**config.mk**
```make
export PLATFORM = sky130hd
export DESIGN_NAME = grid_argmax
export DESIGN_NICKNAME = d
export VERILOG_FILES = /design/src/rtl/grid_argmax.sv
export SDC_FILE = /design/constraint.sdc
export NUM_CORES = 1
export LEC_CHECK = 0
export CORE_AREA = 2 2 106 108
export CTS_BUF_LIST = sky130_fd_sc_hd__clkbuf_8
export DETAILED_ROUTE_END_ITERATION = 8
export DIE_AREA = 0 0 108 110
export PLACE_DENSITY_LB_ADDON = 0.08
export SETUP_SLACK_MARGIN = 0.4
export SKIP_LAST_GASP = 1
export SLEW_MARGIN = 20
export SYNTH_ARGS = -nofsm -noshare
export SYNTH_HDL_FRONTEND = slang
export SYNTH_SLANG_ARGS = --single-unit
```
**constraint.sdc**
```tcl
create_clock -name i_clk -period 1.87 [get_ports i_clk]
set_clock_uncertainty 0.05 [all_clocks]
set_input_delay 0.374 -clock i_clk [delete_from_list [all_inputs] [get_ports i_clk]]
set_output_delay 0.374 -clock i_clk [all_outputs]
set_load 0.01 [all_outputs]
```
**src/rtl/grid_argmax.sv**
```systemverilog
// Streaming arg-max / arg-min over a GRID_W x GRID_H raster region.
// Reports the extreme value and the coordinates where it first appeared.
module grid_argmax #(
  parameter int DATA_W = 24,
  parameter int GRID_W = 8,
  parameter int GRID_H = 8,
  localparam int XW = $clog2(GRID_W),
  localparam int YW = $clog2(GRID_H)
) (
  input  logic              i_clk,
  input  logic              i_rst_n,
  input  logic              i_start,
  input  logic              i_mode,
  input  logic              i_clear,
  input  logic              i_valid,
  output logic              o_ready,
  input  logic [DATA_W-1:0] i_data,
  output logic              o_valid,
  input  logic              i_ready,
  output logic [DATA_W-1:0] o_ext,
  output logic [XW-1:0]     o_x,
  output logic [YW-1:0]     o_y,
  output logic              o_busy
);

  typedef enum logic [1:0] {
    ST_IDLE = 2'd0,
    ST_ACC  = 2'd1,
    ST_DONE = 2'd2
  } state_t;

  localparam logic [XW-1:0] X_LAST = XW'(GRID_W - 1);
  localparam logic [YW-1:0] Y_LAST = YW'(GRID_H - 1);

  state_t            state_r;
  state_t            state_s;
  logic [XW-1:0]     x_r;
  logic [YW-1:0]     y_r;
  logic              mode_r;
  logic              seen_r;
  logic              valid_r;
  logic              ready_r;
  logic              busy_r;
  logic [DATA_W-1:0] ext_r;
  logic [XW-1:0]     ox_r;
  logic [YW-1:0]     oy_r;

  logic accept_s;
  logic last_s;
  logic xfer_s;
  logic better_s;
  logic update_s;

  // Next-state decode, pixel acceptance and strict compare against the running extreme
  always_comb begin
    accept_s = i_valid && ready_r;
    last_s   = accept_s && (x_r == X_LAST) && (y_r == Y_LAST);
    xfer_s   = valid_r && i_ready;
    if (mode_r) begin
      better_s = (i_data < ext_r);
    end else begin
      better_s = (i_data > ext_r);
    end
    // Strict compare keeps the earliest pixel on ties; clear suppresses the update
    update_s = accept_s && !i_clear && (!seen_r || better_s);
    state_s  = state_r;
    if (i_clear) begin
      state_s = ST_IDLE;
    end else begin
      case (state_r)
        ST_IDLE: if (i_start) state_s = ST_ACC;  else state_s = ST_IDLE;
        ST_ACC:  if (last_s)  state_s = ST_DONE; else state_s = ST_ACC;
        ST_DONE: if (xfer_s)  state_s = ST_IDLE; else state_s = ST_DONE;
        default: state_s = ST_IDLE;
      endcase
    end
  end

  // State register with handshake/status flags registered from the next state
  always_ff @(posedge i_clk or negedge i_rst_n) begin
    if (!i_rst_n) begin
      state_r <= ST_IDLE;
      valid_r <= 1'b0;
      ready_r <= 1'b0;
      busy_r  <= 1'b0;
    end else begin
      state_r <= state_s;
      valid_r <= (state_s == ST_DONE);
      ready_r <= (state_s == ST_ACC);
      busy_r  <= (state_s != ST_IDLE);
    end
  end

  // Raster coordinate counters, search mode and first-pixel flag
  always_ff @(posedge i_clk or negedge i_rst_n) begin
    if (!i_rst_n) begin
      x_r    <= '0;
      y_r    <= '0;
      mode_r <= 1'b0;
      seen_r <= 1'b0;
    end else if (i_clear) begin
      x_r    <= '0;
      y_r    <= '0;
      seen_r <= 1'b0;
    end else if ((state_r == ST_IDLE) && i_start) begin
      x_r    <= '0;
      y_r    <= '0;
      mode_r <= i_mode;
      seen_r <= 1'b0;
    end else if (accept_s) begin
      seen_r <= 1'b1;
      if (x_r == X_LAST) begin
        x_r <= '0;
        if (y_r == Y_LAST) begin
          y_r <= '0;
        end else begin
          y_r <= y_r + YW'(1);
        end
      end else begin
        x_r <= x_r + XW'(1);
      end
    end
  end

  // Running extreme doubles as the result register; only updates or reset touch it
  always_ff @(posedge i_clk or negedge i_rst_n) begin
    if (!i_rst_n) begin
      ext_r <= '0;
      ox_r  <= '0;
      oy_r  <= '0;
    end else if (update_s) begin
      ext_r <= i_data;
      ox_r  <= x_r;
      oy_r  <= y_r;
    end
  end

  assign o_ready = ready_r;
  assign o_valid = valid_r;
  assign o_busy  = busy_r;
  assign o_ext   = ext_r;
  assign o_x     = ox_r;
  assign o_y     = oy_r;

endmodule

```
==> results of run 1 <==
-- cell usage in the layout, fill, tap and decap left out, types with 2 or more instances in the layout --
master / synthesis / final
nand2b_4: 0 / 8
mux2i_1: 2 / 2
buf_6: 1 / 13
clkdlybuf4s50_1: 0 / 11
nand2_1: 39 / 37
buf_8: 0 / 2
a22o_1: 30 / 30
nand4_1: 41 / 41
buf_2: 10 / 22
buf_4: 0 / 80
dlygate4sd2_1: 0 / 25
o21ai_0: 2 / 2
ha_1: 28 / 12
dfrtp_1: 43 / 43
nand3_1: 10 / 9
a21oi_1: 19 / 15
inv_2: 0 / 9
bufinv_16: 0 / 2
ha_4: 0 / 14
ha_2: 0 / 2
o311ai_1: 22 / 5
a21oi_2: 1 / 3
inv_1: 25 / 16
nor3_1: 5 / 5
a21oi_4: 0 / 2
buf_12: 0 / 9
clkbuf_8: 0 / 5
nand2b_1: 31 / 23
clkbuf_16: 0 / 4
nand2_2: 0 / 2
nor2_1: 7 / 7
o21a_1: 2 / 2
nor2b_1: 2 / 2
o311ai_2: 0 / 19
-- sequential cells by signal, summed over array words and instances (netlist names) --
name and count:
x_r 3, o_ready 1, y_r 3, mode_r 1
o_valid 1, o_y 3, seen_r 1, o_x 3
o_busy 1, o_ext 24, state_r 2
-- synthesized netlist by cell type (2+ instances only) --
cell type,instances
nand2_1,39
buf_1,6
mux2i_1,2
nor2_1,7
dfrtp_1,43
nor4_1,2
clkbuf_1,11
a22o_1,30
nand4_1,41
o21a_1,2
ha_1,28
nand3_1,10
o311ai_1,22
nor3_1,5
o311ai_0,2
nand2b_1,31
o21ai_0,2
inv_1,25
a21oi_1,19
nor2b_1,2
buf_2,10
-- layer usage --
layer	GRT usage	routed length [um]
met1	0.2203	4656
met2	0.3095	5466
met3	0.03233	442
met4	0.03205	51
met5	0	0
-- cell type report --
type / instances / area (um2)
flip-flops and latches: 43 / 1076
inverters: 25 / 93.84
multi-input cells: 258 / 2285
clock inverters: 3 / 67.56
clock buffers: 5 / 68.82
fillers: 1033 / 5378
repair buffers: 170 / 1554
well taps: 140 / 175.2
-- stage by stage --
stage | setup TNS, ns | hold slack [ns]
after detailed placement | -25.59 | 0.3305
after CTS | -11.49 | 0.4536
after global placement | -24.64 | 0.3328
final | -11.88 | 0.4733
after global routing | -15.42 | 0.4945
after floorplan | -5.635 | 0.02841
-- kinds of logic after synthesis --
family,after synthesis,share of synthesized area
AO/OA/AOI/OAI,86,0.2177
buffers and inverters,53,0.07003
AND/OR/NAND/NOR,141,0.2461
multiplexers,3,0.01000
flip-flops,43,0.3441
adder cells (fa/ha/maj),28,0.1120
-- critical path: stages, from the launching register on --
cell	delay, ns
dfrtp_1	0.38
inv_2	0.06
ha_4	0.26
nand4_1	0.15
nor4_4	0.34
buf_4	0.17
o31ai_4	0.07
buf_4	0.16
buf_12	0.13
buf_12	0.13
a22o_1	0.21
o311ai_2	0.09
-- worst min-delay path by stage --
stage | start | endpoint | slack (ns) | depth (start not counted)
2_1_floorplan | i_rst_n | mode_r | 0.03 | 0
3_3_place_gp | i_rst_n | o_ext[13] | 0.33 | 2
3_5_place_dp | i_rst_n | o_ext[14] | 0.33 | 2
4_1_cts | i_data[21] | o_ext[21] | 0.45 | 3
5_1_grt | i_data[12] | o_ext[12] | 0.49 | 3
6_report | i_data[12] | o_ext[12] | 0.47 | 3
-- power by group through the flow --
stage	Clock (mW)	Sequential [mW]	Combinational [mW]
after floorplan	0	1.43	1.32
after global placement	0	1.29	2.81
after detailed placement	0	1.30	2.83
after CTS	0.948	1.28	2.98
after global routing	0.976	1.32	3.66
final	0.918	1.28	3.33
-- repair_timing --
action                                 in CTS  in global routing
setup buffers                              21                 10
cloned                                      1                  5
setup endpoints to repair                  68                 41
pin swaps                                  38                 24
hold buffers                                1                  0
gates resized for setup                   160                 42
endpoints found under the hold margin       9                  0
==> metrics.csv, run 1 <==
metric;value;unit
Static Leak;2.365;nW
Crit Path Class;reg -> reg;
Max Slew Vio Count;0;
# clock sinks;43;
DRC;0;
CTS root buf;clkbuf_8;
flip-flop and latch count after synthesis;43;
number of CTS-inserted buffers;5;
Synth Warn #;0;
register area share after synthesis;0.3441;
Post-synth EDFFs;0;
Core Rows;38;
largest area contributor in the netlist;dfrtp_1;
CTS max path bufs;2;
failing checks;negative setup slack;
Ports;64;
first-pass GRT wire length;16370;um
die area;11880;um2
setup slack, reg-to-reg;-0.44;ns
Initial Utilization;0.2923;
GR Overflow Total;0;
fraction of layout instances using a drive strength above 1;0.4147;
via count;3314;
RePlAce Congestion;0.7442;
crit share post-route;1.235;
Synth cell types;36;
detailed placer's ending HPWL;6571;um
non-filler instance count after layout;644;
worst reg2reg startpoint;o_ext[11];
sw frac;0.3800;
Clk Latency, worst-skew pair;0.30;ns
Clock Pin Slew Worst Setup and Hold Paths;0.10;ns
Mapped Area;3127;um2
Pwr Density;1040;nW/um2
H-tree levels;2;
Post-Place Cell Area;4481;um2
ys flop type;dfrtp_1;
DR WL/cell;16.48;um
Critical Path RT;2.01;ns
ranking of synthesized cells by area;dfrtp_1 34%, ha_1 11%, a22o_1 8.4%, nand4_1 8.2%, nand2b_1 6.2%;
vias per cell;5.146;
die height;110;um
Worst EP arrival;2.45;ns
First DRT Iteration DRCs;160;
crit-path max FO;6;
Flop pwr share;0.232;
status;finished, violations left;
Max Fclk;433.1;MHz
GRT Resource Usage Total;0.1733;
RSZ-0062 raised after global routing;true;
Final Setup Violations;30;
Util after Layout;0.4973;
Least-Margin Pin Slew;0.3163;ns
reg-to-reg critical path endpoint;o_ext[0];
Max-slew headroom;0.7872;
critical path capture point type;flop;
CP Launch Type;flop;
post-synthesis net count;413;
Final Hold Fails;0;
Cells after DPL;598;
CTS tree;done;
ANT cells;0;
combinational share of power;0.602;
net load switching power;2.104;mW
Layout area overhead;70.15;%
R2R depth;11;
core area;10700;um2
Mapped Cells;354;
worst min path class;in -> reg;
WL final;10620;um
Async SR Flop Fraction;1.000;
PnR Total Power;5.535;mW
vias in the first global route;3235;
area share of the largest cell type after synthesis;0.3441;
fin crit period;2.309;ns
Critical Path End;o_ext[0];
initial antenna violation count;0;
clock network power share;0.166;
antenna violation net count after detailed routing;0;
largest net degree at the start of global routing;44;
final setup margin;-0.4389;ns
Power Internal;3.431;mW
Syn Area/Cell;8.833;um2
Max Cap Viol;0;
# port buffers;63;
Crit. Startpoint;o_ext[11];
DR pass1 iterations;4;
Max VDD drop;0.3947;mV
post-route cell area;5320;um2
Placement Setup Slack;-0.9682;ns
nets;562;
Die X;108;um
Power figures use the tool's default switching activity.
==> run 2, diff against run 1 <==
- clock period: 1.87 -> 2.7 ns (I/O delays scaled with it)
==> run 2 against run 1 <==
  * The run now ends clean
  * Critical path depth grew 1
  * Final cell count shrank 4.8%
  * Clock-buffer cell count is the same
  * Fmax shrank 3.3%
  * Utilization shrank 0.67 points
  * Combinational power shrank 30%
  * Largest power group unchanged
==> metrics.csv, run 2 (synthesized netlist as in run 1, its figures left out) <==
metric;value;unit;change
status;finished, final reports clean;;was finished, violations left
largest net degree at the start of global routing;53;;was 44
die height;110;um;unchanged
Post-Place Cell Area;4123;um2;was 4481 um2
initial antenna violation count;0;;unchanged
CTS max path bufs;2;;unchanged
gr busiest metal;met2;;unchanged
detailed placer's ending HPWL;6535;um;was 6571 um
RSZ-0062 raised after global routing;true;;unchanged
via count;3268;;was 3314
CTS Hold Bufs;0;;was 1
M3 GR Usage;0.03057;;was 0.03233
Max VDD drop;0.4099;mV;was 0.3947 mV
Final Setup Violations;0;;was 30
Least-Margin Pin Slew;0.7572;ns;was 0.3163 ns
CTS root buf;clkbuf_8;;unchanged
max reg flops;24;;unchanged
core area;10700;um2;unchanged
CTS tree;done;;unchanged
First DRT Iteration DRCs;102;;was 160
Max Fclk;418.9;MHz;was 433.1 MHz
Critical Path RT;2.86;ns;was 2.01 ns
Clk Latency, worst-skew pair;0.30;ns;about the same
Slowest cell on crit path;dfrtp_1;;unchanged
number of CTS-inserted buffers;5;;unchanged
Clock Pin Slew Worst Setup and Hold Paths;0.10;ns;about the same
die area;11880;um2;unchanged
GR Layer Usage met1;0.2186;;was 0.2203
FILL cells;1020;;was 1033
antenna violation net count after detailed routing;0;;unchanged
Ports;64;;unchanged
Initial Utilization;0.2923;;unchanged
worst min path class;in -> async;;was in -> reg
Max-slew headroom;0.4918;;was 0.7872
Multi-input gate area;2344;um2;was 2285 um2
cell mode on critical path;buf_12;;
CP Launch Type;flop;;unchanged
PnR Total Power;3.795;mW;was 5.535 mW
commonest non-fill, non-tap cell in the layout;buf_4;;unchanged
Placement Setup Slack;-0.2995;ns;was -0.9682 ns
GR Overflow Total;0;;unchanged
Max Slew Vio Count;0;;unchanged
Die X;108;um;unchanged
non-filler instance count after layout;613;;was 644
nets;531;;was 562
critical path capture point type;flop;;unchanged
Pwr Density;723.1;nW/um2;was 1040 nW/um2
Layout area overhead;67.87;%;was 70.15%
most frequent cells in the layout;44 x buf_4, 43 x dfrtp_1, 41 x nand4_1;;was 80 x buf_4, 43 x dfrtp_1, 41 x nand4_1
setup slack, reg-to-reg;0.31;ns;was -0.44 ns
Final Hold Fails;0;;unchanged
crit share post-route;0.8841;;was 1.235
Static Leak;2.216;nW;was 2.365 nW
Worst EP arrival;2.54;ns;was 2.45 ns
post-route cell area;5249;um2;was 5320 um2
vias per cell;5.331;;was 5.146
# clock sinks;43;;unchanged
RePlAce Congestion;0.7525;;was 0.7442
fin crit period;2.387;ns;was 2.309 ns
Cells after DPL;564;;was 598
Crit Path Class;reg -> reg;;unchanged
first-pass GRT wire length;16460;um;was 16370 um
DR WL/cell;17.31;um;was 16.48 um
met2 GRT Util;0.3226;;was 0.3095
crit-path max FO;5;;was 6
final setup margin;0.3129;ns;was -0.4389 ns
Max Cap Viol;0;;unchanged
DR pass1 iterations;4;;unchanged
CP max stage delay;0.40;ns;was 0.38 ns
GRT Resource Usage Total;0.1762;;was 0.1733
ANT cells;0;;unchanged
H-tree levels;2;;unchanged
vias in the first global route;3249;;was 3235
WL final;10610;um;was 10620 um
register area;1076;um2;unchanged
worst path cell trace;inv_2, ha_4, nand4_1, nor4_4, buf_4, a21oi_4, buf_12, buf_12, buf_6, nand2b_4, a22o_1, o311ai_2;;was inv_2, ha_4, nand4_1, nor4_4, buf_4, o31ai_4, buf_4, buf_12, buf_12, a22o_1, o311ai_2
Core Rows;38;;unchanged
DRC;0;;unchanged
# port buffers;63;;unchanged
fraction of layout instances using a drive strength above 1;0.3721;;was 0.4147
==> run 2: cell types whose count changed in the layout (fill, tap and decap cells not counted), moves of 3 or more <==
cell,change
buf_4,-36
clkdlybuf4s50_1,+27
dlygate4sd2_1,-17
buf_2,-12
nand2_1,-9
buf_6,-5
nand2_4,+5
clkbuf_2,+4
ha_4,+4
inv_1,-4
inv_2,+4
buf_12,+3
nand2_2,+3
==> run 2: final cells by class <==
class	instances	share of cell area
multi-input cells	258	0.4465
repair buffers	139	0.2751
flip-flops and latches	43	0.2050
well taps	140	0.03337
inverters	25	0.01788
clock buffers	5	0.01311
clock inverters	3	0.009058
==> run 2: where the power goes <==
group          total (mW)  switching (mW)  leakage [nW]  internal, mW
Clock               0.550           0.269        0.0587         0.281
Combinational        2.32            1.09          1.59          1.23
Sequential          0.930           0.128         0.568         0.801
==> run 2: worst max-delay path: cells and delay by family, from the launching register on <==
kind | cells | cell delay, ns
compound gates | 3 | 0.34
fa+ha+maj | 1 | 0.26
buf+inv | 5 | 0.61
flops | 1 | 0.40
simple gates | 3 | 0.62
==> run 2: worst paths after layout <==
kind / startpoint / endpoint / depth (start not counted)
worst max-delay path: o_ext[21] / o_ext[12] / 12
worst max register to register: o_ext[21] / o_ext[12] / 12
max in group asynchronous: i_rst_n / o_ext[5] / 2
min in group i_clk: state_r[1] / o_ready / 1
worst min register to register: state_r[1] / o_ready / 1
worst min-delay path: i_rst_n / o_ext[11] / 1
==> run 2: timing repair <==
action,in CTS,in global routing
setup buffers,25,8
setup endpoints to repair,30,30
gates resized for setup,111,64
gates cloned,3,5
pin swaps,34,39
==> run 2: routing by layer <==
layer  up-vias  routed length [um]
li1       1570                   -
met1      1625                4700
met2        65                5371
met3         8                 441
met4         0                  98
met5         -                   0
==> run 2: metrics by stage <==
step | hold WS, ns | util | TNS [ns]
after global routing | 0.1425 | 0.4906 | 0
after global placement | 0.4782 | 0.3854 | -6.515
final | 0.1222 | 0.4906 | 0
after floorplan | 0.1944 | - | 0
after CTS | 0.1400 | 0.4517 | 0
after detailed placement | 0.4772 | 0.3854 | -7.564
